$ cat config.mk
export PLATFORM = sky130hd
export DESIGN_NAME = sga_body_writer
export DESIGN_NICKNAME = d
export VERILOG_FILES = /design/src/rtl/sga_pkg.sv /design/src/rtl/sga_next_head.sv /design/src/rtl/sga_body_writer.sv
export SDC_FILE = /design/constraint.sdc
export NUM_CORES = 1
export LEC_CHECK = 0
export CAP_MARGIN = 20
export CORE_MARGIN = 5
export CORE_UTILIZATION = 50
export CTS_BUF_LIST = sky130_fd_sc_hd__clkbuf_8
export DETAILED_ROUTE_END_ITERATION = 7
export GPL_ROUTABILITY_DRIVEN = 1
export PLACE_DENSITY = 0.66
export SYNTH_ARGS = -nofsm -noshare
export SYNTH_HDL_FRONTEND = slang
export SYNTH_SLANG_ARGS = --single-unit
$ cat constraint.sdc
create_clock -name clock -period 5 [get_ports clock]
set_clock_uncertainty 0.1 [all_clocks]
set_input_delay 1 -clock clock [delete_from_list [all_inputs] [get_ports clock]]
set_output_delay 1 -clock clock [all_outputs]
set_load 0.005 [all_outputs]
$ cat src/rtl/sga_pkg.sv
// Shared constants, direction encoding and FSM state type for the snake body writer.
package sga_pkg;

  localparam int unsigned POS_W    = 4;
  localparam int unsigned MAX_SIZE = 16;
  localparam int unsigned IDX_W    = $clog2(MAX_SIZE);

  localparam logic [POS_W-1:0] INIT_HEAD = 4'b0101;

  // Encoding matches the button bit index, so a pressed bit maps straight to a direction.
  typedef logic [1:0] dir_t;
  localparam dir_t DIR_UP    = 2'd0;
  localparam dir_t DIR_DOWN  = 2'd1;
  localparam dir_t DIR_LEFT  = 2'd2;
  localparam dir_t DIR_RIGHT = 2'd3;

  typedef enum logic [2:0] {
    StIdle,
    StShift,
    StHead,
    StCheck,
    StDone
  } state_t;

  function automatic dir_t dir_reverse(input dir_t dir);
    unique case (dir)
      DIR_UP:    return DIR_DOWN;
      DIR_DOWN:  return DIR_UP;
      DIR_LEFT:  return DIR_RIGHT;
      DIR_RIGHT: return DIR_LEFT;
    endcase
  endfunction

endpackage

$ cat src/rtl/sga_next_head.sv
// Steps the snake head one cell in the given direction on the 4x4 grid.
// SGA_WRAP_EN: wrap modulo 4 per axis; when undefined, off_edge flags a move off the grid.
module sga_next_head
  import sga_pkg::*;
(
  input  logic [POS_W-1:0] head,
  input  dir_t             dir,
  output logic [POS_W-1:0] next_head,
  output logic             off_edge
);

`ifdef SGA_WRAP_EN
  localparam bit WrapEn = 1'b1;
`else
  localparam bit WrapEn = 1'b0;
`endif

  logic [1:0] row, col, row_next, col_next;

  assign row = head[3:2];
  assign col = head[1:0];

  // 2-bit axis arithmetic wraps naturally; the edge flag decides whether that is legal.
  always_comb begin
    row_next = row;
    col_next = col;
    off_edge = 1'b0;
    unique case (dir)
      DIR_UP: begin
        row_next = row - 2'd1;
        off_edge = !WrapEn && (row == 2'd0);
      end
      DIR_DOWN: begin
        row_next = row + 2'd1;
        off_edge = !WrapEn && (row == 2'd3);
      end
      DIR_LEFT: begin
        col_next = col - 2'd1;
        off_edge = !WrapEn && (col == 2'd0);
      end
      DIR_RIGHT: begin
        col_next = col + 2'd1;
        off_edge = !WrapEn && (col == 2'd3);
      end
    endcase
  end

  assign next_head = {row_next, col_next};

endmodule

$ cat src/rtl/sga_body_writer.sv
// Snake body store and movement engine: shifts the body, places the new head, scans for self-hit.
// Edge behaviour is selected by SGA_WRAP_EN inside sga_next_head.
module sga_body_writer
  import sga_pkg::*;
(
  input  logic             clock,
  input  logic             restart_n,
  input  logic [3:0]       buttons,
  input  logic             move,
  input  logic             grow,
  input  logic [IDX_W-1:0] rd_addr,
  output logic [POS_W-1:0] rd_data,
  output logic [IDX_W-1:0] size,
  output logic             busy,
  output logic             done,
  output logic             collision
);

  state_t           state_q, state_d;
  logic [POS_W-1:0] mem_q [MAX_SIZE];
  logic [POS_W-1:0] rd_data_q;
  logic [IDX_W-1:0] size_q, size_d;
  logic [IDX_W-1:0] idx_q, idx_d;
  dir_t             dir_q, dir_d;
  logic             grow_q, grow_d;
  logic             coll_q, coll_d;

  logic             mem_we;
  logic [IDX_W-1:0] mem_waddr;
  logic [POS_W-1:0] mem_wdata;
  logic [IDX_W-1:0] idx_prev;

  logic [POS_W-1:0] next_head;
  logic             off_edge;
  logic             req_valid;
  dir_t             req_dir;

  sga_next_head u_next_head (
    .head      (mem_q[0]),
    .dir       (dir_q),
    .next_head (next_head),
    .off_edge  (off_edge)
  );

  // Lowest set button wins.
  always_comb begin
    req_valid = |buttons;
    req_dir   = dir_q;
    if (buttons[0]) begin
      req_dir = DIR_UP;
    end else if (buttons[1]) begin
      req_dir = DIR_DOWN;
    end else if (buttons[2]) begin
      req_dir = DIR_LEFT;
    end else if (buttons[3]) begin
      req_dir = DIR_RIGHT;
    end
  end

  assign idx_prev = idx_q - IDX_W'(1);

  // idx_q is the shift write pointer in StShift and the compare pointer in StCheck.
  always_comb begin
    state_d   = state_q;
    size_d    = size_q;
    idx_d     = idx_q;
    dir_d     = dir_q;
    grow_d    = grow_q;
    coll_d    = coll_q;
    mem_we    = 1'b0;
    mem_waddr = idx_q;
    mem_wdata = mem_q[idx_prev];

    unique case (state_q)
      StIdle: begin
        if (move) begin
          if (req_valid && !((size_q != '0) && (req_dir == dir_reverse(dir_q)))) begin
            dir_d = req_dir;
          end
          grow_d  = grow && (size_q != IDX_W'(MAX_SIZE - 1));
          idx_d   = size_q + IDX_W'(grow_d);
          state_d = (idx_d != '0) ? StShift : StHead;
        end
      end
      StShift: begin
        mem_we    = 1'b1;
        mem_waddr = idx_q;
        mem_wdata = mem_q[idx_prev];
        idx_d     = idx_prev;
        if (idx_q == IDX_W'(1)) begin
          state_d = StHead;
        end
      end
      StHead: begin
        mem_we    = 1'b1;
        mem_waddr = '0;
        // Off the edge the head is rewritten in place; the shift stays committed.
        mem_wdata = off_edge ? mem_q[0] : next_head;
        if (off_edge) begin
          coll_d = 1'b1;
        end
        if (grow_q) begin
          size_d = size_q + IDX_W'(1);
        end
        idx_d   = IDX_W'(1);
        state_d = (size_d != '0) ? StCheck : StDone;
      end
      StCheck: begin
        if (mem_q[idx_q] == mem_q[0]) begin
          coll_d = 1'b1;
        end
        idx_d = idx_q + IDX_W'(1);
        if (idx_q == size_q) begin
          state_d = StDone;
        end
      end
      StDone: begin
        state_d = StIdle;
      end
      default: begin
        state_d = StIdle;
      end
    endcase
  end

  always_ff @(posedge clock or negedge restart_n) begin
    if (!restart_n) begin
      state_q <= StIdle;
      size_q  <= '0;
      idx_q   <= '0;
      dir_q   <= DIR_RIGHT;
      grow_q  <= 1'b0;
      coll_q  <= 1'b0;
    end else begin
      state_q <= state_d;
      size_q  <= size_d;
      idx_q   <= idx_d;
      dir_q   <= dir_d;
      grow_q  <= grow_d;
      coll_q  <= coll_d;
    end
  end

  always_ff @(posedge clock or negedge restart_n) begin
    if (!restart_n) begin
      for (int i = 1; i < MAX_SIZE; i++) begin
        mem_q[i] <= '0;
      end
      mem_q[0]  <= INIT_HEAD;
      rd_data_q <= '0;
    end else begin
      if (mem_we) begin
        mem_q[mem_waddr] <= mem_wdata;
      end
      rd_data_q <= mem_q[rd_addr];
    end
  end

  assign rd_data   = rd_data_q;
  assign size      = size_q;
  assign busy      = (state_q == StShift) || (state_q == StHead) || (state_q == StCheck);
  assign done      = (state_q == StDone);
  assign collision = coll_q;

endmodule

# ---- Word level (Yosys, flattened, before mapping)
# Index checks and enable logic that the tools add are counted.
# Widths: inputs -> output; s select.
dict set report totals {
  latchBits 0
  n_memories 0
  in_bits 12
  romBits 0
  ram_bits 0
  ff_bits 83
}
dict set report classes {
  n_eq_ne 19
  n_shift 0
  add_sub_neg 8
  div_mod_pow 0
  magnitude_cmp 5
  n_mul 0
  mux 39
  reduce_logical 23
  n_bitwise 4
}
# op count
set op_table {}
lappend op_table {{$bwmux 64} 1}
lappend op_table {{$mux 4} 13}
lappend op_table {{$bmux 4 s4} 3}
lappend op_table {{$ge 5x5->1 const B} 4}
lappend op_table {{$not 4->5} 4}
lappend op_table {{$demux 4 s4} 1}
lappend op_table {{$pmux 4 s4} 1}
lappend op_table {{$reduce_bool 4->1} 4}
lappend op_table {{$mux 2} 7}
lappend op_table {{$mux 3} 4}
lappend op_table {{$pmux 3 s4} 1}
lappend op_table {{$ne 2x2->1 const B} 5}
lappend op_table {{$reduce_and 3->1} 3}
lappend op_table {{$add 4x1->4 const B} 2}
lappend op_table {{$eq 2x2->1 const B} 4}
lappend op_table {{$eq 4x4->1} 2}
lappend op_table {{$pmux 2 s2} 2}
lappend op_table {{$pmux 2 s4} 1}
lappend op_table {{$eq 3x2->1 const B} 2}
lappend op_table {{$logic_not 2->1} 3}
lappend op_table {{$lt 5x1->1 const B} 1}
lappend op_table {{$add 2x1->2 const B} 2}
lappend op_table {{$add 4x1->4} 1}
lappend op_table {{$eq 4x1->1 const B} 1}
lappend op_table {{18 further kinds} 26}

# ---- Longest topological paths before layout
# Gate-level depths: netlist of run 1.
dict set report logic_depth {
  word_depth 9
  ltp_mapped 13
  ltp_nobuf 9
}

# ---- By module
# A second synthesis of run 1 with hierarchy kept.
dict set report unflattened {
  cells_unflattened 464
  area_unflattened_um2 5343.9
}
# module area_each_um2 instances cells_each
set by_module_without_submodules {}
lappend by_module_without_submodules {sga_body_writer 5237.5 1 449}
lappend by_module_without_submodules {sga_next_head 106.4 1 15}

# ---- Worst setup path after synthesis of run 1
# No wires, ideal clock.
dict set report synth_path {
  kind {register -> register}
  startpoint {register idx_q[0]}
  endpoint {register mem_q[41] in the netlist's numbering}
  synth_period_minus_slack_ps 3572
  path_stages_with_launch 14
  setup_time_ps 125
  path_buffers 6
  slack_ps 1428
  arrival_time_ps 3347
  cell_sequence {dfrtp_1 > buf_6 > buf_6 > buf_2 > inv_2 > ha_1 > clkbuf_1 > clkbuf_1 > mux4_2 > mux4_2 > nand2_1 > o31ai_2 > buf_2 > mux2_2}
}
dict set report synth_via {
  elab_chain_cells 7
  elab_cells_between_ends 14
  classes_between {1 x add/sub; 2 x order compare; 8 x mux; 2 x bitwise; 1 x reduce/logical}
}
# element line
set synth_lines {}
lappend synth_lines {{start, declared} sga_body_writer.sv:23} ;# logic [IDX_W-1:0] idx_q, idx_d;
lappend synth_lines {{start signal, assigned} sga_body_writer.sv:137} ;# idx_q <= idx_d;
lappend synth_lines {{$sub 4x1->4 / $mux 4 (equally long branches)} {sga_body_writer.sv:60, sga_body_writer.sv:74}}
lappend synth_lines {{$not 4->5, on equally long branches} {sga_body_writer.sv:72, sga_body_writer.sv:88, sga_body_writer.sv:153}}
lappend synth_lines {{$bmux 4 s4 (tied with other cells)} {sga_body_writer.sv:72, sga_body_writer.sv:88}}
lappend synth_lines {{$mux 4 (implied by the code) / $logic_and 1x1->1 (equally long branches)} {sga_body_writer.sv:72, sga_body_writer.sv:88, sga_body_writer.sv:153}}
lappend synth_lines {{$mux 4, on equally long branches} {sga_body_writer.sv:72, sga_body_writer.sv:88, sga_body_writer.sv:153}}
lappend synth_lines {{$mux 4 / $demux 4 s4 (equally long branches)} -}
lappend synth_lines {{$bwmux 64 (*)} sga_body_writer.sv:153} ;# mem_q[mem_waddr] <= mem_wdata;
lappend synth_lines {{end signal, assigned by index} sga_body_writer.sv:153}
lappend synth_lines {{end, declared} sga_body_writer.sv:20} ;# logic [POS_W-1:0] mem_q [MAX_SIZE];
# Mark *: on every way between the ends. The rest lies on a longest branch, timed or not. The select of a mux whose other input is x is not followed.
# A chain may end at the register's enable or synchronous reset.

# ---- Worst setup path in the final report of run 1
dict set report layout_path {
  startpoint {register idx_q[0]}
  endpoint {register mem_q[49] in the netlist's numbering}
}
# The elaborated chain is that of the path after synthesis.

==> run metrics, run 1 <==
outcome=finished clean; GRT met3 Usage=between 4 and 5%; top post-synthesis cells by area=dfrtp_1 (36%), mux4_2 (23%), mux2_2 (14%); Skew-Pair Late Insertion Delay=around 0.38 ns; Worst R2R Path Depth=8; Synth top area share=a little over a third; # DRC=0; hold wc startpoint=collision; first-pass GRT wire length=about 22000 µm; H-tree depth=3; Layout area overhead=9.39%; Routed WL=about 13000 µm; Yosys top cell by area=dfrtp_1; die extent in x=114 µm; Startpoint Class=register; Cell Pwr Density=approximately 530 mW/mm²; WHS Path Cells=2; routability cong.=0.839; per-cell routed wire length=about 23 µm; Comb pwr share=roughly 47%; core region area=0.0107 mm²; chip height=between 100 and 150 µm; final hold viol count=0; GRT Total Usage=between 20% and 30%; reg-to-reg setup timing slack=1.82 ns; critical path capture point type=register; ys flop type=dfrtp_1; GR Overflow Total=0; Lkg Pwr=roughly 2.5 nW; count of warnings emitted by yosys=0; slew of the pin with the lowest slew margin=about 0.93 ns; post-CTS setup buffer count=0; Sw Ratio=41.6%; Routed Antenna Nets=0; initial antenna violation count=0; Syn Inst Count=between 400 and 500; post-CTS sizing=0; busiest metal layer after global routing=met2; min Tclk post-route=~3.2 ns; Clock Sinks=83; Placement Cell Area=0.00569 mm²; vias in the first global route=a little under 4000; Root Driver=clkbuf_8; sequential element share of the synthesized area=a little under two fifths; Via-to-Cell Ratio=6.48; CTS max path bufs=2; ys async rst share=100%; register share of total power=between 30% and 40%; number of synthesized register bits=between 80 and 90; Worst Hold Class=reg -> reg; leading cell type in the layout, fill and taps excluded=dfrtp_1; Clk pwr share=between 10% and 20%; RSZ-0062 raised after global routing=false; final worst-path cycle share=a little under two thirds; fin area=0.00595 mm²; initial drt markers=about 350; Setup Crit Path Kind=reg -> reg; switching power=between 0.001 and 0.0015 W; most frequent cells in the layout=dfrtp_1 (78), mux2_2 (67), mux4_2 (55), nor2_1 (30), clkdlybuf4s50_1 (21); max cap viols=0; fin nets=around 460; FF-to-FF Start=idx_q[0]; setup_tns=0 ns; met2 Use GR=a little over a third; hold buffer count at CTS=0; Synth Cell Area=roughly 0.0054 mm²; starting density of the core=between 50% and 60%; # IOs=23; CTS tree=built; WHS Endpoint=collision; row cnt=38; Post-Syn Nets=around 450; Int Pwr=~0.0018 W; TritonRoute pass-1 iters=5; Max-slew headroom=38.0%; critical path data required time=about 5.2 ns; library cells used by synthesis=50; Die ar.=~0.013 mm²; Clock transition at path regs=around 0.090 ns; count of input and output buffers=22; largest net degree at the start of global routing=48; fmax=about 0.31 GHz; syn_area_per_cell=between 10 and 15 µm²; n_diodes=0; Num CTS Buffers=9; total number of vias=about 3800; Slew Limit Fails=0; final setup vio count=0; DP HPWL=~9600 µm; Post-synth EDFFs=0; Max rail drop VDD=414 µV; layout cells sized above 1=a little over a third; fillers=912; Data arrival, critical path=around 3.3 ns; Crit Reg-Reg Endpoint=mem_q[49]; met1 GRT Util=about 30%; critical path fanouts, max=17
sequential cells by signal (all words and copies together) (netlist names):
register and count:
size 4, state_q 3, rd_data 4, mem_q 64
collision 1, dir_q 2, idx_q 4, grow_q 1
through the flow:
step / setup WS (ns) / hold slack [ns] / utilization (%) / cells / power, W
6_report: 1.82 / 0.432 / 55.4 / 581 / 0.00314
5_1_grt: 1.69 / 0.453 / 55.4 / 581 / 0.00333
4_1_cts: 1.81 / 0.442 / 55.0 / 579 / 0.00314
3_5_place_dp: 1.42 / 0.422 / 52.9 / 563 / 0.00258
3_3_place_gp: 1.49 / 0.420 / 52.9 / 562 / 0.00255
2_1_floorplan: 1.43 / 0.365 / - / 434 / 0.00220
cell usage after synthesis, types with 10 or more instances:
library cell	number
xor2_1	11
o21ai_0	11
a21oi_1	13
nor2_1	30
dfrtp_1	79
mux2_2	67
nand3_1	12
mux2i_1	10
clkbuf_1	19
nand2_1	17
mux4_2	55
routing by layer:
layer  vias up  routed length [µm]
met2       135                6780
li1       1655                   -
met3        13                 780
met5         -                   0
met1      1960                5630
met4         0                 175
final cells by class:
type / count / area (µm²) / area share, %
Clock inverter: 6 / 88.8 / 1.49
Tap cell: 140 / 175 / 2.94
Clock buffer: 10 / 138 / 2.31
Inverter: 9 / 33.8 / 0.568
Multi-Input combinational cell: 305 / 3150 / 52.9
Timing Repair Buffer: 28 / 283 / 4.75
Sequential cell: 83 / 2080 / 35.0
worst max-delay path: stages (launching register included):
cell     delay [ns]
dfrtp_2        0.37
inv_2          0.08
ha_1           0.86
mux4_2         0.44
mux4_2         0.49
nand2_1        0.10
o31ai_2        0.11
buf_4          0.22
mux2_2         0.27
logic make-up (layout without fill, tap and decap cells):
| logic type | after synthesis | in the layout | share of synthesized area [%] |
|---|---|---|---|
| compound gates | 51 | 51 | 6.19 |
| xor+xnor | 20 | 20 | 3.22 |
| fa+ha+maj | 7 | 7 | 1.61 |
| buf+inv | 46 | 53 | 3.84 |
| flops | 83 | 83 | 38.3 |
| mux | 132 | 132 | 38.5 |
| simple gates | 95 | 95 | 8.37 |
worst max-delay path by stage:
stage / startpoint / end / slack [ns] / cells after the start
after CTS: idx_q[0] / mem_q[49] / 1.81 / 8
after floorplan: idx_q[0] / mem_q[41] / 1.43 / 13
final: idx_q[0] / mem_q[49] / 1.82 / 8
after detailed placement: rd_addr[0] / rd_data[3] / 1.42 / 3
after global routing: idx_q[1] / mem_q[53] / 1.69 / 8
after global placement: rd_addr[0] / rd_data[2] / 1.49 / 3
power by group through the flow:
stage	combinational (W)	sequential (W)	clock [W]
floorplan	0.00126	0.000938	0
global placement	0.00144	0.00111	0
detailed placement	0.00147	0.00112	0
CTS	0.00147	0.00110	0.000568
global route	0.00160	0.00114	0.000598
finish	0.00147	0.00111	0.000560
Power figures use the tool's default switching activity.
==> run 2: changes to the inputs <==
==> constraint.sdc (replaced) <==
create_clock -name clock -period 3.15 [get_ports clock]
set_clock_uncertainty 0.1 [all_clocks]
set_input_delay 0.63 -clock clock [delete_from_list [all_inputs] [get_ports clock]]
set_output_delay 0.63 -clock clock [all_outputs]
set_load 0.005 [all_outputs]
==> run 2 against run 1 <==
Net effect: sequential cell count unchanged; die area unchanged; power increased by 59%; final cell count increased by 1.4%; critical path type unchanged.
==> run metrics, run 2 (synthesized netlist as in run 1, its figures left out) <==
outcome=finished clean; fillers=~910; Lkg Pwr=around 2.5 nW; CTS tree=built; Seq. cell area=about 0.0021 mm²; RSZ-0062 raised after global routing=false; post-CTS setup buffer count=0; Via-to-Cell Ratio=roughly 6.5; Setup Crit Path Kind=reg -> reg; per-cell routed wire length=22.3 µm; Clock Sinks=83; Skew-Pair Late Insertion Delay=around 0.36 ns; count of input and output buffers=22; Int Pwr=slightly below 0.003 W; final hold viol count=0; setup_tns=0 ns; GRT Total Usage=between 20% and 30%; core region area=between 0.01 and 0.015 mm²; Num CTS Buffers=9; DP HPWL=between 9000 and 10000 µm; row cnt=38; Setup WS post-layout=0.323 ns; TritonRoute pass-1 iters=7; fin nets=between 400 and 500; leading cell type in the layout, fill and taps excluded=dfrtp_1; initial antenna violation count=0; vias in the first global route=between 3000 and 4000; Cell Pwr Density=833 mW/mm²; CTS max path bufs=2; total number of vias=3825; critical path fanouts, max=16; n_diodes=0; # IOs=23; die extent in x=about 110 µm; Clock transition at path regs=0.10 ns; Max-slew headroom=27.5%; # DRC=0; Top reg by flops=mem_q; Final Util=a little under three fifths; initial drt markers=317; final setup vio count=0; Worst Hold Class=in -> async; max reg flops=64; slew of the pin with the lowest slew margin=1.08 ns; hold buffer count at CTS=0; Startpoint Class=register; max cap viols=0; Max rail drop VDD=about 630 µV; largest net degree at the start of global routing=50; post-CTS sizing=0; chip height=114 µm; most frequent cells in the layout=dfrtp_1 (78), mux2_2 (67), mux4_2 (55), nor2_1 (30), clkdlybuf4s50_1 (21); critical path capture point type=register; switching power=between 0.002 and 0.0025 W; Layout area overhead=10.2%; Clk pwr share=around 16%; Routed Antenna Nets=0; Slew Limit Fails=0; Comb pwr share=approximately half; placed cells=~570; pre-CTS setup slack=between 0.3 and 0.4 ns; routability cong.=0.941; final worst-path cycle share=roughly 90%; GR Overflow Total=0; fmax=about 0.35 GHz; Die ar.=between 0.01 and 0.015 mm²; register share of total power=33.0%; H-tree depth=3; min Tclk post-route=2.83 ns; layout cells sized above 1=37.0%; critical path data required time=roughly 3.3 ns; Routed WL=between 10000 and 15000 µm; first-pass GRT wire length=~22000 µm; Data arrival, critical path=approximately 3 ns; starting density of the core=between 50 and 60%; final non-filler cell total=~590; Multi-input gate area=around 0.0031 mm²; Root Driver=clkbuf_8; Sw Ratio=around two fifths
## run 2: cell types whose count changed in the layout (fill, tap and decap cells not counted), sizes merged
cell,before,now
bufinv,2,1
clkbuf,10,9
buf,7,15
inv,11,13
## run 2: final cells by class
type / count / share of cell area (%)
multi-input combinational: 305 / 52.5
inverter: 9 / 0.563
tap: 140 / 2.92
timing repair buffer: 36 / 5.80
clock inverter: 7 / 1.40
clock buffer: 9 / 2.07
sequential: 83 / 34.7
## run 2: per-layer routing
metal  wire [µm]  vias up  global-route usage, %  share of wire [%]
li1            -     1664                      -                  -
met1        5410     1982                   30.3                 41
met2        6620      161                   35.3                 50
met3         857       18                   4.23                6.5
met4         241        0                   6.97                1.8
met5           0        -                      0                  0
## run 2: final timing paths
kind                       startpoint          to  slack, ns  depth (start not counted)
max reg2reg                  idx_q[0]    mem_q[3]       0.32                          8
max                          idx_q[0]    mem_q[3]       0.32                          8
max in group asynchronous   restart_n   mem_q[62]       2.15                          2
min reg2reg                 collision   collision       0.43                          2
min in group clock          collision   collision       0.43                          2
min                         restart_n  state_q[0]       0.12                          1
## run 2: critical path: stages, from the launching register on
cell and delay, ns:
dfrtp_2 0.41, inv_2 0.08, ha_1 0.32, buf_4 0.28
mux4_2 0.36, mux4_2 0.48, nand2_1 0.09, o31ai_2 0.23
mux2_2 0.36
## run 2: stage by stage
| step | power, W | instance area, µm² | hold slack (ns) |
|---|---|---|---|
| floorplan | 0.00351 | 5450 | 0.234 |
| global placement | 0.00415 | 5790 | 0.427 |
| detailed placement | 0.00418 | 5790 | 0.424 |
| CTS | 0.00501 | 6000 | 0.124 |
| global route | 0.00534 | 6000 | 0.146 |
| finish | 0.00499 | 6000 | 0.118 |
## run 2: power by group through the flow
stage          Clock [W]  Sequential (W)  Combinational, W
6_report        0.000819         0.00165           0.00253
5_1_grt         0.000891         0.00169           0.00276
4_1_cts         0.000839         0.00164           0.00254
3_5_place_dp           0         0.00166           0.00252
3_3_place_gp           0         0.00165           0.00250
2_1_floorplan          0         0.00149           0.00202
